--- src/rtl/alu_exec_unit.sv ---
// Execute-stage ALU: single-cycle logic/arith ops plus iterative one-bit-per-cycle shifts,
// behind valid/ready handshakes on both the operand and result sides.
//
// state | meaning
// IDLE  | no result held, ready for an operation
// SHIFT | iterating a shift, one bit position per cycle
// DONE  | result held, out_valid=1 until consumed
module alu_exec_unit #(
   parameter int WIDTH = 32
) (
   input  logic             clk,
   input  logic             rst_n,
   input  logic             in_valid,
   output logic             in_ready,
   input  logic [2:0]       alucontrol,
   input  logic [WIDTH-1:0] src_a,
   input  logic [WIDTH-1:0] src_b,
   output logic             out_valid,
   input  logic             out_ready,
   output logic [WIDTH-1:0] result,
   output logic             zero
);
   localparam int SHW = $clog2(WIDTH);

   typedef enum logic [1:0] {IDLE = 2'd0, SHIFT = 2'd1, DONE = 2'd2} state_t;

   state_t           state, state_nxt;
   logic [WIDTH-1:0] work;
   logic [SHW-1:0]   cnt;
   logic             dir_right;
   logic             accept;
   logic             is_shift;
   logic [SHW-1:0]   shamt;
   logic             start_shift;
   logic [WIDTH-1:0] alu_res;
   logic [WIDTH-1:0] work_nxt;
   logic             shift_last;

   assign accept      = in_valid & in_ready;
   assign is_shift    = (alucontrol == 3'b100) | (alucontrol == 3'b101);
   assign shamt       = src_b[SHW-1:0];
   assign start_shift = is_shift & (shamt != '0);
   assign work_nxt    = dir_right ? (work >> 1) : (work << 1);
   assign shift_last  = (state == SHIFT) & (cnt == SHW'(1));

   // A zero-distance shift is passed straight through as a single-cycle op.
   always_comb begin
      alu_res = '0;
      case (alucontrol)
         3'b000:  alu_res = src_a & src_b;
         3'b001:  alu_res = src_a | src_b;
         3'b010:  alu_res = src_a + src_b;
         3'b011:  alu_res = src_a ^ src_b;
         3'b100:  alu_res = src_a;
         3'b101:  alu_res = src_a;
         3'b110:  alu_res = src_a - src_b;
         default: alu_res = {{(WIDTH-1){1'b0}}, ($signed(src_a) < $signed(src_b))};
      endcase
   end

   always_ff @(posedge clk or negedge rst_n) begin
      if (!rst_n) state <= IDLE;
      else        state <= state_nxt;
   end

   always_comb begin
      state_nxt = state;
      case (state)
         IDLE: begin
            if (accept) state_nxt = start_shift ? SHIFT : DONE;
         end
         SHIFT: begin
            if (cnt == SHW'(1)) state_nxt = DONE;
         end
         DONE: begin
            if (accept)         state_nxt = start_shift ? SHIFT : DONE;
            else if (out_ready) state_nxt = IDLE;
         end
         default: state_nxt = IDLE;
      endcase
   end

   always_comb begin
      in_ready  = (state == IDLE) | ((state == DONE) & out_ready);
      out_valid = (state == DONE);
   end

   always_ff @(posedge clk or negedge rst_n) begin
      if (!rst_n) begin
         result    <= '0;
         zero      <= 1'b0;
         work      <= '0;
         cnt       <= '0;
         dir_right <= 1'b0;
      end else if (accept) begin
         if (start_shift) begin
            work      <= src_a;
            cnt       <= shamt;
            dir_right <= alucontrol[0];
         end else begin
            result <= alu_res;
            zero   <= (alu_res == '0);
         end
      end else if (state == SHIFT) begin
         work <= work_nxt;
         cnt  <= cnt - SHW'(1);
         if (shift_last) begin
            result <= work_nxt;
            zero   <= (work_nxt == '0);
         end
      end
   end
endmodule

--- config.mk ---
export PLATFORM = sky130hd
export DESIGN_NAME = alu_exec_unit
export DESIGN_NICKNAME = d
export VERILOG_FILES = /design/src/rtl/alu_exec_unit.sv
export SDC_FILE = /design/constraint.sdc
export NUM_CORES = 1
export LEC_CHECK = 0
export CORE_MARGIN = 2
export CORE_UTILIZATION = 52
export CTS_CLUSTER_SIZE = 20
export DETAILED_ROUTE_END_ITERATION = 8
export GPL_TIMING_DRIVEN = 0
export MAX_ROUTING_LAYER = met4
export PLACE_DENSITY = 0.74
export REMOVE_ABC_BUFFERS = 1
export SLEW_MARGIN = 30
export SYNTH_ARGS = -nofsm -noshare
export SYNTH_HDL_FRONTEND = slang
export SYNTH_SLANG_ARGS = --single-unit
--- constraint.sdc ---
create_clock -name clk -period 3.45 [get_ports clk]
set_input_delay 0.5175 -clock clk [delete_from_list [all_inputs] [get_ports clk]]
set_output_delay 0.5175 -clock clk [all_outputs]
set_load 0.02 [all_outputs]
* Word level (Yosys, flattened, before mapping)
Cells that the tools add are included.
** Storage, ports and cells
- Register bits :: 73
- Output and inout port bits :: 35
- Bits of input ports :: 71
- Logic and storage cells :: 67
** Cells by class
- Reduce and logical (&&, ||, !) cells :: 12
- Order comparisons :: 1
- Muxes and demuxes :: 22
- Bitwise gates (word level) :: 9
- Equality and inequality tests :: 14
- Add/sub/neg operators :: 3
** Operators by type and width (number)
- 32-bit two-way mux :: 8
- 32-bit one-hot mux with 6 select lines :: 1
- 32-bit zero test :: 2
- 32-bit adder :: 1
- 32-bit bitwise AND :: 1
- 32-bit < comparator :: 1
- 32-bit OR :: 1
- 32-bit subtractor :: 1
- 32-bit XOR :: 1
- 5-bit two-way mux :: 3
- 2-bit two-way mux :: 5
- 3-bit equality test (second input constant) :: 3
- 3-bit by 2-bit equality test with 1-bit output (second input constant) :: 2
- 2-bit inequality test (second input constant) :: 3
- 2-bit one-hot mux with 3 select lines :: 1
- 3-bit AND reduction :: 2
- 5-bit by 1-bit equality test with 1-bit output (second input constant) :: 1
- 5-bit nonzero test :: 1
- 5-bit by 1-bit subtractor with 5-bit output (second input constant) :: 1
- 1-bit bitwise AND :: 4
- 1-bit two-way mux :: 4
- 2-bit AND reduction :: 2
- 2-bit nonzero test :: 2
- 3-bit by 1-bit equality test with 1-bit output (second input constant) :: 1
- 8 further kinds :: 9

* Depth between registers and ports, before layout
- Depth after elaboration :: 6
- Mapped depth :: 15
- Gate-level depth less buffers :: 15

* Least setup slack after synthesis
Ideal clock, no wire load.
- Path kind :: input port to flip-flop
- From :: input src_a[18]
- To :: register zero
- Required time :: 3.374 ns
- Path buffers :: 1
- Arrival time :: 3.660 ns
- Stages on the path :: 14
- Setup slack :: -0.286 ns
- Setup time :: 0.076 ns
- Path through :: inv_1 > ha_1 > clkbuf_1 > inv_2 > or4_1 > or2_1 > o22ai_1 > nor4b_1 > a2111oi_0 > a31oi_2 > xnor2_1 > a221o_1 > or4b_1 > o21ai_1
** On the way
- Cells in the longest elaborated chain, start to end :: 5
- Elaborated cells on any way between the ends :: 10
- Classes of those cells :: 2 x add/sub; 1 x order compare; 3 x mux; 3 x bitwise; 1 x reduce/logical
** Ends and longest elaborated chain
- from (decl) :: RTL line 16 : input logic [WIDTH-1:0] src_a,
- 32-bit subtractor (tied with other cells) :: RTL line 56 : 3'b110: alu_res = src_a - src_b;
- 32-bit one-hot mux with 6 select lines * :: RTL line 49 : case (alucontrol)
- 32-bit zero test * :: RTL line 102 : zero <= (alu_res == '0);
- 1-bit two-way mux * :: RTL line 96 : if (start_shift) begin
- 1-bit two-way mux * :: RTL line 95 : end else if (accept) begin
- to (signal assigned) :: RTL line 102
- to (signal assigned) :: RTL line 109 : zero <= (work_nxt == '0);
- to (decl) :: RTL line 21 : output logic zero
Mark *: on every way between the ends. The rest lies on a longest branch, timed or not. The select of a mux whose other input is x is not followed.
A chain may end at the register's enable or synchronous reset.

* Worst setup path in the final report
- From :: input src_a[2]
- To :: register zero
The elaborated chain is that of the path after synthesis.

==> results.txt <==
The ratio of final minimum period to clock period is 108.9%. The average footprint of a synthesized cell came out at between 7 and 8 sq um. The largest single stage delay on the critical path is roughly 560 ps. Compared with the post-synthesis result, the final layout area differs by 30.05%. The top layer reached by signal wires is met4. Clock tree synthesis inserted a total of 9 buffers. The I/O pin count is around 110.

Entering global routing, the biggest net connects 77 pins. Of the cells placed in the final design, the portion with a size suffix greater than 1 is about a fifth. The number of register bits inferred by synthesis is 73.

The largest area contributor in the netlist is dfrtp_1. The top achievable clock speed came out at between 200 and 300 MHz. The core region is ~18000 sq um. The clock transition at the registers of the reported paths came out at ~70 ps. The total area of multi-input combinational cells came out at about 8100 sq um. The capture point of the worst reg-to-reg path is zero. In this run the tightest slew margin relative to its limit is a little under two fifths. The first-pass GRT wire length came out at about 58000 microns. The area taken by flip-flops and latches came out at between 1500 and 2000 sq um. The tool flagged a number of max-cap violations equal to 0.

The post-synthesis instance area came out at between 9000 and 10000 sq um. The final max-slew violation count came to 0. The least setup slack across all paths after layout is -305.5 ps.

In this design, the largest share of critical-path delay is due to compound AO/OA/AOI/OAI gates. The most used flip-flop cell after synthesis is dfrtp_1. The worst-case IR drop observed on VDD is between 0.0002 and 0.0003 V.

TritonCTS built the clock tree. The via density per instance came out at about 6.7. For the worst setup path, the data required time is approximately 3700 ps.

The arrival time of the worst setup path is approximately 4000 ps. The final routed DRC violation total is 0. The clock net sink count is 73. The number of setup violations in the final report came out at 1.

The root buffer cell is clkbuf_16. The detailed router put a total of ~16000 microns of wire on met1. The maximum net fanout on the critical path came out at 8. The classification of the worst-slack hold path is primary input to asynchronous set/reset pin. The number of fillers in the final layout came out at 1559. In the post-synthesis netlist, the biggest area contributors are dfrtp_1 (19%), ha_1 (14%), a21oi_1 (6.9%), o21ai_0 (6.4%), nor2_1 (6.0%).

Yosys printed 0 warnings. The placer's final routability congestion estimate came out at approximately 1. The buffering stage count on the worst path with inverters included came out at 2.

Setup repair after global routing could not meet its margin everywhere. The critical register-to-register path startpoint is cnt[1]. Global routing used between 30% and 40% of the available tracks across all layers. The post-detailed-placement cell area came out at around 11000 sq um. The initial antenna violation count is 0. The final wirelength came out at 38460 microns. The count of input and output buffers is approximately 110. In the detailed route, the total length drawn on met2 is 17150 microns.

The antenna diode count came out at 0. The number of levels in the clock H-tree came out at 3. For the pin with the worst max-slew slack, the measured transition is around 940 ps.

Counting distinct cell types in the post-synthesis netlist gives 86. The first detailed-routing pass ran for 6 iterations. The iteration-0 DRC count of the detailed router came out at approximately 1.5k.

In this run the core area contains a little under 50 standard-cell rows. The quantity of hold-fixing buffers added after cts came out at 0. The total overflow reported by the global router is 0.

Yosys mapped a number of flops with a built-in enable equal to 0. The share of synthesized area occupied by flip-flops and latches came out at between 10% and 20%. The critical path goes through dlygate4sd2_1, inv_1, ha_4, nand3_1, o211a_4, o211a_4, a211oi_4, o22ai_4, o31ai_2, xnor2_1, o211a_1, nand4b_1, or4_4, o21ai_2.

The worst setup path is launched from a primary input. The most prevalent standard cell on the critical path is o211a_4. The flow ran to the end, but the final reports show violations.

The critical path in this run is classified as primary input to flop. The count of nets left with antenna violations once routing finished came out at 0. The clock passes through at most 2 buffers. The number of global-route vias before repair came out at 10.46k. The number of cells on the worst reg-to-reg path is 13. The post-route total power is between 6 and 7 mW.

The instance count of the mapped netlist came out at around 1.4k. The floorplan step set the die height to 140.3 microns. The area share of the leading cell type in the synthesized netlist is 18.92%. The per-cell routed wire length came out at 22.82 microns. After the last flow step, the layout net total stands at 1629. The count of final hold-check violations is 0. The checks that failed: setup timing.

The critical path endpoint category is a flop. The via count came out at around 11k. The final period demand of the worst path came out at ~3800 ps. The finished layout cell area is around 13000 sq um. Across the routed clock network, the largest skew measured is between 7 and 8 ps. The register-to-register setup slack came out at about 20 ps.

The ratio of total power to cell area is between 500 and 600 nW/um^2. The clock latency reported for the late side of the worst-skew pair is 350 ps. Detailed routing placed a total of approximately 4000 microns of wire on met3. The post-DP HPWL is 26830 microns. The die area came out at 19670 sq um.

After synthesis, the share of flip-flops with an asynchronous set or reset is 100.0%. The initial cell density of the core came out at 53.39%. The cell leakage power is around 5 nW.

From left edge to right edge, the die measures 140.3 microns. On the critical path, the stage with the largest delay is an instance of or4_4.
==> sequential cells by signal, indices dropped and copies added (netlist names) <==
register	count
cnt	5
dir_right	1
result	32
state	2
work	32
zero	1
==> layout make-up <==
class                   instances  area share, %
multi-input cells            1093          64.56
flip-flops and latches         73          14.56
repair buffers                173          13.14
inverters                     101          3.189
well taps                     229          2.282
clock buffers                   9          1.794
clock inverters                 7         0.4783
==> worst reg2reg max path: cells and delay by family, from the launching register on <==
kind	cells	cell delay (ps)
fa+ha+maj	1	140
flops	1	390
simple gates	7	2020
compound gates	2	310
buf+inv	3	490
==> how the worst max path moves through the flow <==
stage                   from  endpoint  slack [ps]  cells past startpoint
2_1_floorplan      out_ready    cnt[0]       -2080                      7
3_3_place_gp   alucontrol[2]      zero       -6730                     12
3_5_place_dp       src_a[15]      zero       -1820                     14
4_1_cts            src_b[10]      zero        -220                     16
5_1_grt             src_b[1]      zero        -400                     16
6_report            src_a[2]      zero        -310                     14
==> metal layers <==
metal,global-route usage [%],up-vias
li1,-,5091
met3,6.359,132
met5,-,-
met1,51.93,5306
met4,14.94,0
met2,58.90,710
==> cells in the mapped netlist (all sizes together), types with 4 or more instances <==
library cell	instances
and3	10
a211oi	46
o31ai	19
a311oi	4
a21oi	136
nand2	133
o21bai	12
a21o	6
nor2	155
or4	8
buf	21
a31oi	12
o21ai	137
inv	98
o221ai	4
a221oi	8
xnor2	21
nand3	20
o211a	5
nor4	23
nor2b	18
nor3	26
o2111ai	6
o22ai	11
a2111oi	7
nand4	9
o211ai	17
o21a	9
xor2	4
clkbuf	69
nand2b	12
a22oi	7
or3	6
dfrtp	73
ha	105
a211o	4
or2	4
mux2i	33
==> metrics by stage <==
step | setup slack, ps | instances | utilization, % | TNS, ps | hold slack [ps]
finish | -305.5 | 1685 | 69.43 | -305.5 | 3.078
global route | -396.0 | 1685 | 69.43 | -505.6 | 16.06
CTS | -222.8 | 1674 | 67.64 | -222.8 | 6.459
detailed placement | -1822 | 1615 | 60.39 | -22010 | 381.9
global placement | -6730 | 1601 | 58.82 | -493430 | 459.0
floorplan | -2078 | 1267 | - | -87190 | 221.9
==> logic make-up after synthesis <==
| family | Yosys count | synth area share (%) |
|---|---|---|
| AOI/OAI and AO/OA | 483 | 32.16 |
| and+or+nand+nor | 442 | 21.21 |
| buffers and inverters | 191 | 7.607 |
| adders and majority gates | 107 | 14.02 |
| DFF | 73 | 18.92 |
| muxes | 36 | 3.810 |
| xor gates and xnor gates | 25 | 2.268 |
==> cell usage in the layout (no fill, tap or decap), types with 25 or more instances in the layout <==
cell	instances
a211oi_1	38
a21oi_1	122
buf_4	55
clkdlybuf4s50_1	58
dfrtp_1	72
dlygate4sd2_1	29
ha_1	75
ha_4	25
inv_1	74
mux2i_1	33
nand2_1	129
nor2_1	144
o21ai_0	116
==> where the power goes <==
part           internal [mW]  switching [mW]  total, mW
logic                   1.57            2.17       3.73
registers               1.24           0.373       1.62
clock network          0.501           0.459      0.960
==> timing repair <==
item	4_1_cts	5_1_grt
pin swaps	49	32
gates resized for setup	239	58
setup buffers	43	11
endpoints found under the hold margin	0	0
endpoints found under the setup margin	21	10
(Power assumes the default switching activity.)
